===== src/rtl/rotary_field_editor.sv =====
// rotary_field_editor: browse/edit controller for a bank of user-adjustable
// registers driven by a rotary encoder and a push button.
// Optional feature macro: ROTARY_ACCEL_EN (accelerated steps while editing).
//
// Input protocol: rotary_event is a single-cycle step pulse with rotary_left
// qualifying its direction only in that cycle; there is no ready/backpressure,
// so every pulse is consumed in the cycle it arrives. push is a debounced level
// whose rising edge is the only thing acted upon.

module rotary_field_editor #(
    parameter int WIDTH          = 8,
    parameter int SEL_WIDTH      = 2,
    parameter int TIMEOUT_CYCLES = 165_000_000,
    parameter int ACCEL_WINDOW   = 3_300_000,
    parameter int ACCEL_STEP     = 4
) (
    input  logic                                 clk,
    input  logic                                 rst,
    input  logic                                 rotary_event,
    input  logic                                 rotary_left,
    input  logic                                 push,
    output logic [SEL_WIDTH-1:0]                 sel,
    output logic                                 editing,
    output logic [WIDTH*(2**SEL_WIDTH)-1:0]      values,
    output logic [WIDTH-1:0]                     edit_value,
    output logic                                 commit,
    output logic                                 cancel,
    output logic                                 fsm_state
);

    localparam int NUM_FIELDS = 2 ** SEL_WIDTH;
    localparam int BANK_W     = WIDTH * NUM_FIELDS;
    localparam int TW         = $clog2(TIMEOUT_CYCLES);

    typedef enum logic {
        BROWSE = 1'b0,
        EDIT   = 1'b1
    } state_t;

    state_t              state;
    state_t              state_nxt;
    logic [SEL_WIDTH-1:0] sel_nxt;
    logic [WIDTH-1:0]    working;
    logic [WIDTH-1:0]    working_nxt;
    logic [BANK_W-1:0]   values_nxt;
    logic                commit_nxt;
    logic                cancel_nxt;
    logic [TW-1:0]       tmo_cnt;
    logic [TW-1:0]       tmo_nxt;
    logic                push_q;
    logic                push_edge;
    logic [WIDTH:0]      step;
    logic [WIDTH:0]      up_sum;
    logic [WIDTH:0]      dn_diff;
    logic [WIDTH-1:0]    up_sat;
    logic [WIDTH-1:0]    dn_sat;
    logic [WIDTH-1:0]    cur_field;

    assign push_edge = push & ~push_q;
    assign cur_field = values[int'(sel)*WIDTH +: WIDTH];

    // Saturating adjust computed one bit wider so the carry/borrow flags the clamp.
    assign up_sum  = {1'b0, working} + step;
    assign dn_diff = {1'b0, working} - step;
    assign up_sat  = up_sum[WIDTH]  ? {WIDTH{1'b1}} : up_sum[WIDTH-1:0];
    assign dn_sat  = dn_diff[WIDTH] ? {WIDTH{1'b0}} : dn_diff[WIDTH-1:0];

`ifdef ROTARY_ACCEL_EN
    localparam int GW = $clog2(ACCEL_WINDOW + 1);

    logic [GW-1:0] gap_cnt;
    logic          last_left;
    logic          first_evt;

    // Track spacing and direction of encoder events, and whether the next edit
    // event is the first one since entering EDIT.
    always_ff @(posedge clk) begin
        if (rst) begin
            gap_cnt   <= '0;
            last_left <= 1'b0;
            first_evt <= 1'b0;
        end else begin
            if (rotary_event) begin
                gap_cnt   <= '0;
                last_left <= rotary_left;
            end else if (gap_cnt != GW'(ACCEL_WINDOW)) begin
                gap_cnt <= gap_cnt + 1'b1;
            end
            if (state == BROWSE && push_edge) begin
                first_evt <= 1'b1;
            end else if (state == EDIT && rotary_event && !push_edge) begin
                first_evt <= 1'b0;
            end
        end
    end

    assign step = (!first_evt && (gap_cnt < GW'(ACCEL_WINDOW)) && (rotary_left == last_left))
                  ? (WIDTH+1)'(ACCEL_STEP) : (WIDTH+1)'(1);
`else
    assign step = (WIDTH+1)'(1);
`endif

    // Next-state and datapath decisions; push edge outranks rotation, rotation outranks timeout.
    always_comb begin
        state_nxt   = state;
        sel_nxt     = sel;
        working_nxt = working;
        values_nxt  = values;
        commit_nxt  = 1'b0;
        cancel_nxt  = 1'b0;
        tmo_nxt     = tmo_cnt;
        unique case (state)
            BROWSE: begin
                if (push_edge) begin
                    state_nxt   = EDIT;
                    working_nxt = cur_field;
                    tmo_nxt     = '0;
                end else if (rotary_event) begin
                    sel_nxt = rotary_left ? sel - 1'b1 : sel + 1'b1;
                end
            end
            EDIT: begin
                if (push_edge) begin
                    values_nxt[int'(sel)*WIDTH +: WIDTH] = working;
                    commit_nxt = 1'b1;
                    state_nxt  = BROWSE;
                    tmo_nxt    = '0;
                end else if (rotary_event) begin
                    working_nxt = rotary_left ? dn_sat : up_sat;
                    tmo_nxt     = '0;
                end else if (tmo_cnt == TW'(TIMEOUT_CYCLES - 2)) begin
                    cancel_nxt = 1'b1;
                    state_nxt  = BROWSE;
                    tmo_nxt    = '0;
                end else if (tmo_cnt != {TW{1'b1}}) begin
                    tmo_nxt = tmo_cnt + 1'b1;
                end
            end
            default: state_nxt = BROWSE;
        endcase
    end

    // State, field bank and output pulse registers.
    always_ff @(posedge clk) begin
        if (rst) begin
            state   <= BROWSE;
            sel     <= '0;
            working <= '0;
            values  <= '0;
            commit  <= 1'b0;
            cancel  <= 1'b0;
            tmo_cnt <= '0;
            push_q  <= 1'b1;
        end else begin
            state   <= state_nxt;
            sel     <= sel_nxt;
            working <= working_nxt;
            values  <= values_nxt;
            commit  <= commit_nxt;
            cancel  <= cancel_nxt;
            tmo_cnt <= tmo_nxt;
            push_q  <= push;
        end
    end

    assign editing    = state;
    assign fsm_state  = state;
    assign edit_value = editing ? working : cur_field;

endmodule


===== config.mk =====
export PLATFORM = sky130hd
export DESIGN_NAME = rotary_field_editor
export DESIGN_NICKNAME = d
export VERILOG_FILES = /design/src/rtl/rotary_field_editor.sv
export SDC_FILE = /design/constraint.sdc
export NUM_CORES = 1
export LEC_CHECK = 0
export BUFFER_PORTS_ARGS = -buffer_cell sky130_fd_sc_hd__buf_2
export CAP_MARGIN = 0
export CORE_MARGIN = 1
export CORE_UTILIZATION = 53
export DETAILED_ROUTE_END_ITERATION = 8
export PLACE_DENSITY = 0.85
export SLEW_MARGIN = 20
export SYNTH_ARGS = -nofsm -noshare
export SYNTH_HDL_FRONTEND = slang
export SYNTH_SLANG_ARGS = --single-unit

===== constraint.sdc =====
create_clock -name clk -period 5.25 [get_ports clk]
set_input_delay 1.575 -clock clk [delete_from_list [all_inputs] [get_ports clk]]
set_output_delay 1.575 -clock clk [all_outputs]
set_load 0.1 [all_outputs]

; After elaboration in Yosys (flattened, before gate mapping)
; Index checks and enable logic that the tools add are counted.
[totals]
regBits = 74
inputBits = 5
output_inout_bits = 46
wordCells = 55
[op_classes]
addsub = 6
eq_ne = 6
n_shift = 3
muxes = 22
bitwise = 4
n_reduce_logical = 6
[ops]
columns = cell, count
row1 = $mux W28, 5
row2 = $mux W8, 7
row3 = $pmux W28 S2, 1
row4 = $neg A5 Y33, 1
row5 = $shift A8 B33 Y32 const A, 1
row6 = $shiftx A8 B33 Y32, 1
row7 = $bwmux W32, 1
row8 = $shiftx A32 B6 Y8, 1
row9 = $add A28 B1 Y28 const B, 1
row10 = $eq A28 B28 Y1 const B, 1
row11 = $ne A28 B28 Y1 const B, 1
row12 = $pmux W8 S2, 1
row13 = $add A8 B1 Y9 const B, 1
row14 = $sub A8 B1 Y9 const B, 1
row15 = $ne A2 B2 Y1 const B, 3
row16 = $reduce_and A3 Y1, 2
row17 = $mux W1, 5
row18 = $ne A5 B2 Y1 const B, 1
row19 = $reduce_and A2 Y1, 2
row20 = $reduce_or A4 Y1, 1
row21 = $not A1 Y1, 3
row22 = $add A2 B1 Y2 const B, 1
row23 = $mux W2, 1
row24 = $pmux W1 S2, 1
row25 = 3 further kinds, 3

; Depth between registers and ports, before layout
[logic_depth]
ltp_word = 6
ltp_mapped = 9
mapped_depth_nobuf = 7

; Least setup slack after synthesis
; No wires, ideal clock.
[synth_path]
path_kind = reg2out
startpoint = register state, in the netlist editing
endpoint = output port edit_value[0]
t_arrival_ns = 3.556
t_required_ns = 3.675
setup_slack_ns = 0.119
stages_incl_launch_ff = 4
path_buffers = 1
path_cell_list = dfxtp_1 inv_2 clkbuf_1 o21ai_0
[synth_via]
elab_chain_len = 1
[synth_rtl]
columns = element, line
row1 = start: declaration, 40  ; state_t state;
row2 = start signal: assignment, 155  ; state <= state_nxt;
row3 = $mux W8, 168  ; assign edit_value = editing ? working : cur_field;
row4 = end: declaration, 25  ; output logic [WIDTH-1:0] edit_value,
; Every way passes these cells.

; Final worst setup path
[layout_path]
startpoint = register sel[0]
endpoint = output port edit_value[3]
[layout_via]
elab_chain_len = 2
[layout_rtl]
columns = element, line
row1 = start: declaration, 22  ; output logic [SEL_WIDTH-1:0] sel,
row2 = start signal: assignment, 156  ; sel <= sel_nxt;
row3 = $shiftx A32 B6 Y8, 60  ; assign cur_field = values[int'(sel)*WIDTH +: WIDTH];
row4 = $mux W8, 168
; Every way passes these cells.

==> impl_metrics.env <==
export IMPL_holdBufCountCts=0
export IMPL_yosysTopAreaCell="dfxtp_1"
export IMPL_viasPerCell=6.51
export IMPL_finalSetupViolations=0
export IMPL_worstPathArrival_ps=2440
export IMPL_ys_warnings_count=0
export IMPL_synth_area_leaders="dfxtp_1 34%, a22oi_1 5.6%, nor2_1 4.3%, mux4_2 4.2%, mux2i_1 3.9%"
export IMPL_synth_net_count=524
export IMPL_critical_path_required_ps=3680
export IMPL_fp_row_count=32
export IMPL_slew_viol_final=0
export IMPL_place_area_mm2=0.00459
export IMPL_cp_slowest_cell="dfxtp_1"
export IMPL_p_sw_share_pct=28.4
export IMPL_grt_usage_pct=27.3
export IMPL_ys_flop_type="dfxtp_1"
export IMPL_cap_viol_max_count=0
export IMPL_port_buffers=50
export IMPL_synth_simple_area_share_pct=25.3
export IMPL_first_pass_iters=5
export IMPL_status="completed"
export IMPL_antenna_found_initial=0
export IMPL_synth_seq_cells=74
export IMPL_placed_cells=628
export IMPL_drc_errors=0
export IMPL_synth_compound_area_share_pct=23.1
export IMPL_die_area_mm2=0.00853
export IMPL_post_route_util_pct=61.9
export IMPL_clock_latency_ps=360
export IMPL_syn_area_per_cell_um2=8.52
export IMPL_cts_setup_buffers=0
export IMPL_cts_num_sinks=74
export IMPL_critPathLaunchType="flop"
export IMPL_finalWirelength_mm=11.5
export IMPL_synth_cell_type_count=65
export IMPL_ir_worst_vdd_mv=0.109
export IMPL_ctsResizeCount=0
export IMPL_h_tree_depth=3
export IMPL_initial_utilization_pct=55.4
export IMPL_synth_mux_area_fraction_pct=8.10
export IMPL_powerDensity_mw_per_mm2=259
export IMPL_instances_no_fill=645
export IMPL_ys_seq_area_share_pct=34.2
export IMPL_p_int_uw=898
export IMPL_ant_nets=0
export IMPL_yosysMostFrequentCell="dfxtp_1"
export IMPL_fillerInstances=671
export IMPL_max_slew_margin_rel_pct=23.2
export IMPL_diodes=0
export IMPL_synth_area_mm2=0.00433
export IMPL_p_switching_uw=357
export IMPL_drive_gt1_share_pct=19.2
export IMPL_place_gp_congestion=0.850
export IMPL_numCtsBuffers=9
export IMPL_timing_hold_ws_ps=490
export IMPL_wire_per_inst_um=17.8
export IMPL_tightest_slew_ps=1150
export IMPL_grt_pass1_vias=3966
export IMPL_die_h_um=92.4
export IMPL_hold_path_class="reg -> reg"
export IMPL_synth_top_area_share_pct=34.2
export IMPL_synthArstFlopShare_pct=0
export IMPL_fp_dieW_um=92.4
export IMPL_cp_cell_sequence="mux4_2, and2_1, a21o_1, buf_2"
export IMPL_grt_max_degree=53
export IMPL_finalClockSkew_ps=7.36
export IMPL_finalWorstPathRequiredPeriod_ps=4010
export IMPL_hpwl_mm=7.62
export IMPL_fin_area_mm2=0.00484
export IMPL_area_growth_pct=11.8
export IMPL_first_iter_violations=371
export IMPL_ios=51
export IMPL_core_area_mm2=0.00781
export IMPL_cts_tree="yes"
export IMPL_seqPwrFrac_pct=48.1
export IMPL_critical_path_max_stage_delay_ps=820
export IMPL_yosys_top_cells_count="74 x dfxtp_1, 50 x nor2_1, 41 x nand2_1, 32 x a22oi_1, 30 x clkbuf_1"
export IMPL_grt_first_pass_wirelength_mm=18.6
export IMPL_rsz0062_at_grt="false"
export IMPL_timing_final_crit_share_pct=76.4
export IMPL_synthXorXnorAreaFrac_pct=1.01
export IMPL_worstPathMaxFanout=15
export IMPL_critical_path_class="reg -> out"
export IMPL_clockRootBuffer="clkbuf_8"
export IMPL_power_frac_clock_pct=40.3
export IMPL_vias=4202
export IMPL_synth_edff_count=0
export IMPL_clockBufferDepth=2
export IMPL_netlist_instances=508
export IMPL_nets=554
export IMPL_synth_top_family_by_area="simple AND/OR/NAND/NOR gates"
export IMPL_pwr_share_comb_pct=11.6
export IMPL_max_freq_ghz=0.249
export IMPL_clk_pin_slew_ps=80
export IMPL_p_leak_nw=1.80
export IMPL_end_kind="output pin"
export IMPL_grt_overflow_total=0
export IMPL_finalHoldViolations=0
export IMPL_synthAdderAreaFrac_pct=3.18
export IMPL_fin_setup_tns_ps=0
[power by group through the flow]
stage	combinational [mW]	sequential, mW	clock (mW)
2_1_floorplan	0.119	0.608	0
3_3_place_gp	0.135	0.614	0
3_5_place_dp	0.141	0.616	0
4_1_cts	0.143	0.602	0.506
5_1_grt	0.156	0.606	0.536
6_report	0.145	0.604	0.505
[registers in the layout (all words and copies together) (netlist names)]
register and count:
editing 1, working 8, sel 2, push_q 1, values 32, cancel 1, commit 1, tmo_cnt 28
[cell type report]
class | instances | area, µm² | area share (%)
multi-input combinational | 383 | 2640 | 54.6
sequential | 74 | 1480 | 30.6
timing repair buffer | 57 | 310 | 6.42
clock buffer | 10 | 138 | 2.85
tap | 102 | 128 | 2.64
clock inverter | 6 | 90.1 | 1.86
inverter | 13 | 48.8 | 1.01
[layout by cell type (no fill, tap or decap), drive strengths merged, types with 4 or more instances in the layout]
| cell | instances |
|---|---|
| and2 | 7 |
| nand4 | 8 |
| or3b | 5 |
| ha | 11 |
| buf | 57 |
| nand2 | 41 |
| nor2 | 50 |
| mux4 | 8 |
| a211oi | 9 |
| and3 | 6 |
| nand2b | 6 |
| clkbuf | 10 |
| a22oi | 32 |
| xnor2 | 4 |
| nand3 | 18 |
| inv | 13 |
| or4 | 4 |
| a21o | 4 |
| nor3 | 8 |
| clkinvlp | 4 |
| a21oi | 28 |
| o21ai | 31 |
| o21bai | 17 |
| nor2b | 4 |
| nor4b | 7 |
| nand4b | 4 |
| or4b | 6 |
| nor4 | 4 |
| dfxtp | 74 |
| mux2i | 17 |
| o211ai | 9 |
[worst paths after layout]
check         startpoint            end  slack (ps)  depth (start not counted)
max reg2reg      editing    tmo_cnt[11]        2280                          5
max               sel[0]  edit_value[3]        1240                          4
min reg2reg  tmo_cnt[24]    tmo_cnt[24]         490                          2
min          tmo_cnt[24]    tmo_cnt[24]         490                          2
[cells by family (layout without fill, tap and decap cells)]
kind of cell | after synthesis | count (layout)
adder cells (fa/ha/maj) | 11 | 11
buffers and inverters | 51 | 86
AND/OR/NAND/NOR | 193 | 193
XOR/XNOR | 5 | 5
AO/OA/AOI/OAI | 149 | 149
flip-flops | 74 | 74
multiplexers | 25 | 25
[layer usage]
layer  share of wire (%)  GRT usage (%)
met1                  42           34.7
met2                  48           43.6
met3                 7.7           5.67
met4                 2.6           13.8
met5                   0              0
[worst max-delay path: cells and delay by family, from the launching register on]
kind	cells	cell delay [ps]
compound gates	1	150
buf+inv	1	280
flops	1	820
mux	1	630
simple gates	1	200
[per-stage QoR]
stage | total power [mW] | setup WS (ps)
4_1_cts | 1.25 | 1240
6_report | 1.25 | 1240
3_3_place_gp | 0.749 | 1390
3_5_place_dp | 0.757 | 1390
5_1_grt | 1.30 | 1120
2_1_floorplan | 0.727 | 119
(Power assumes the default switching activity.)
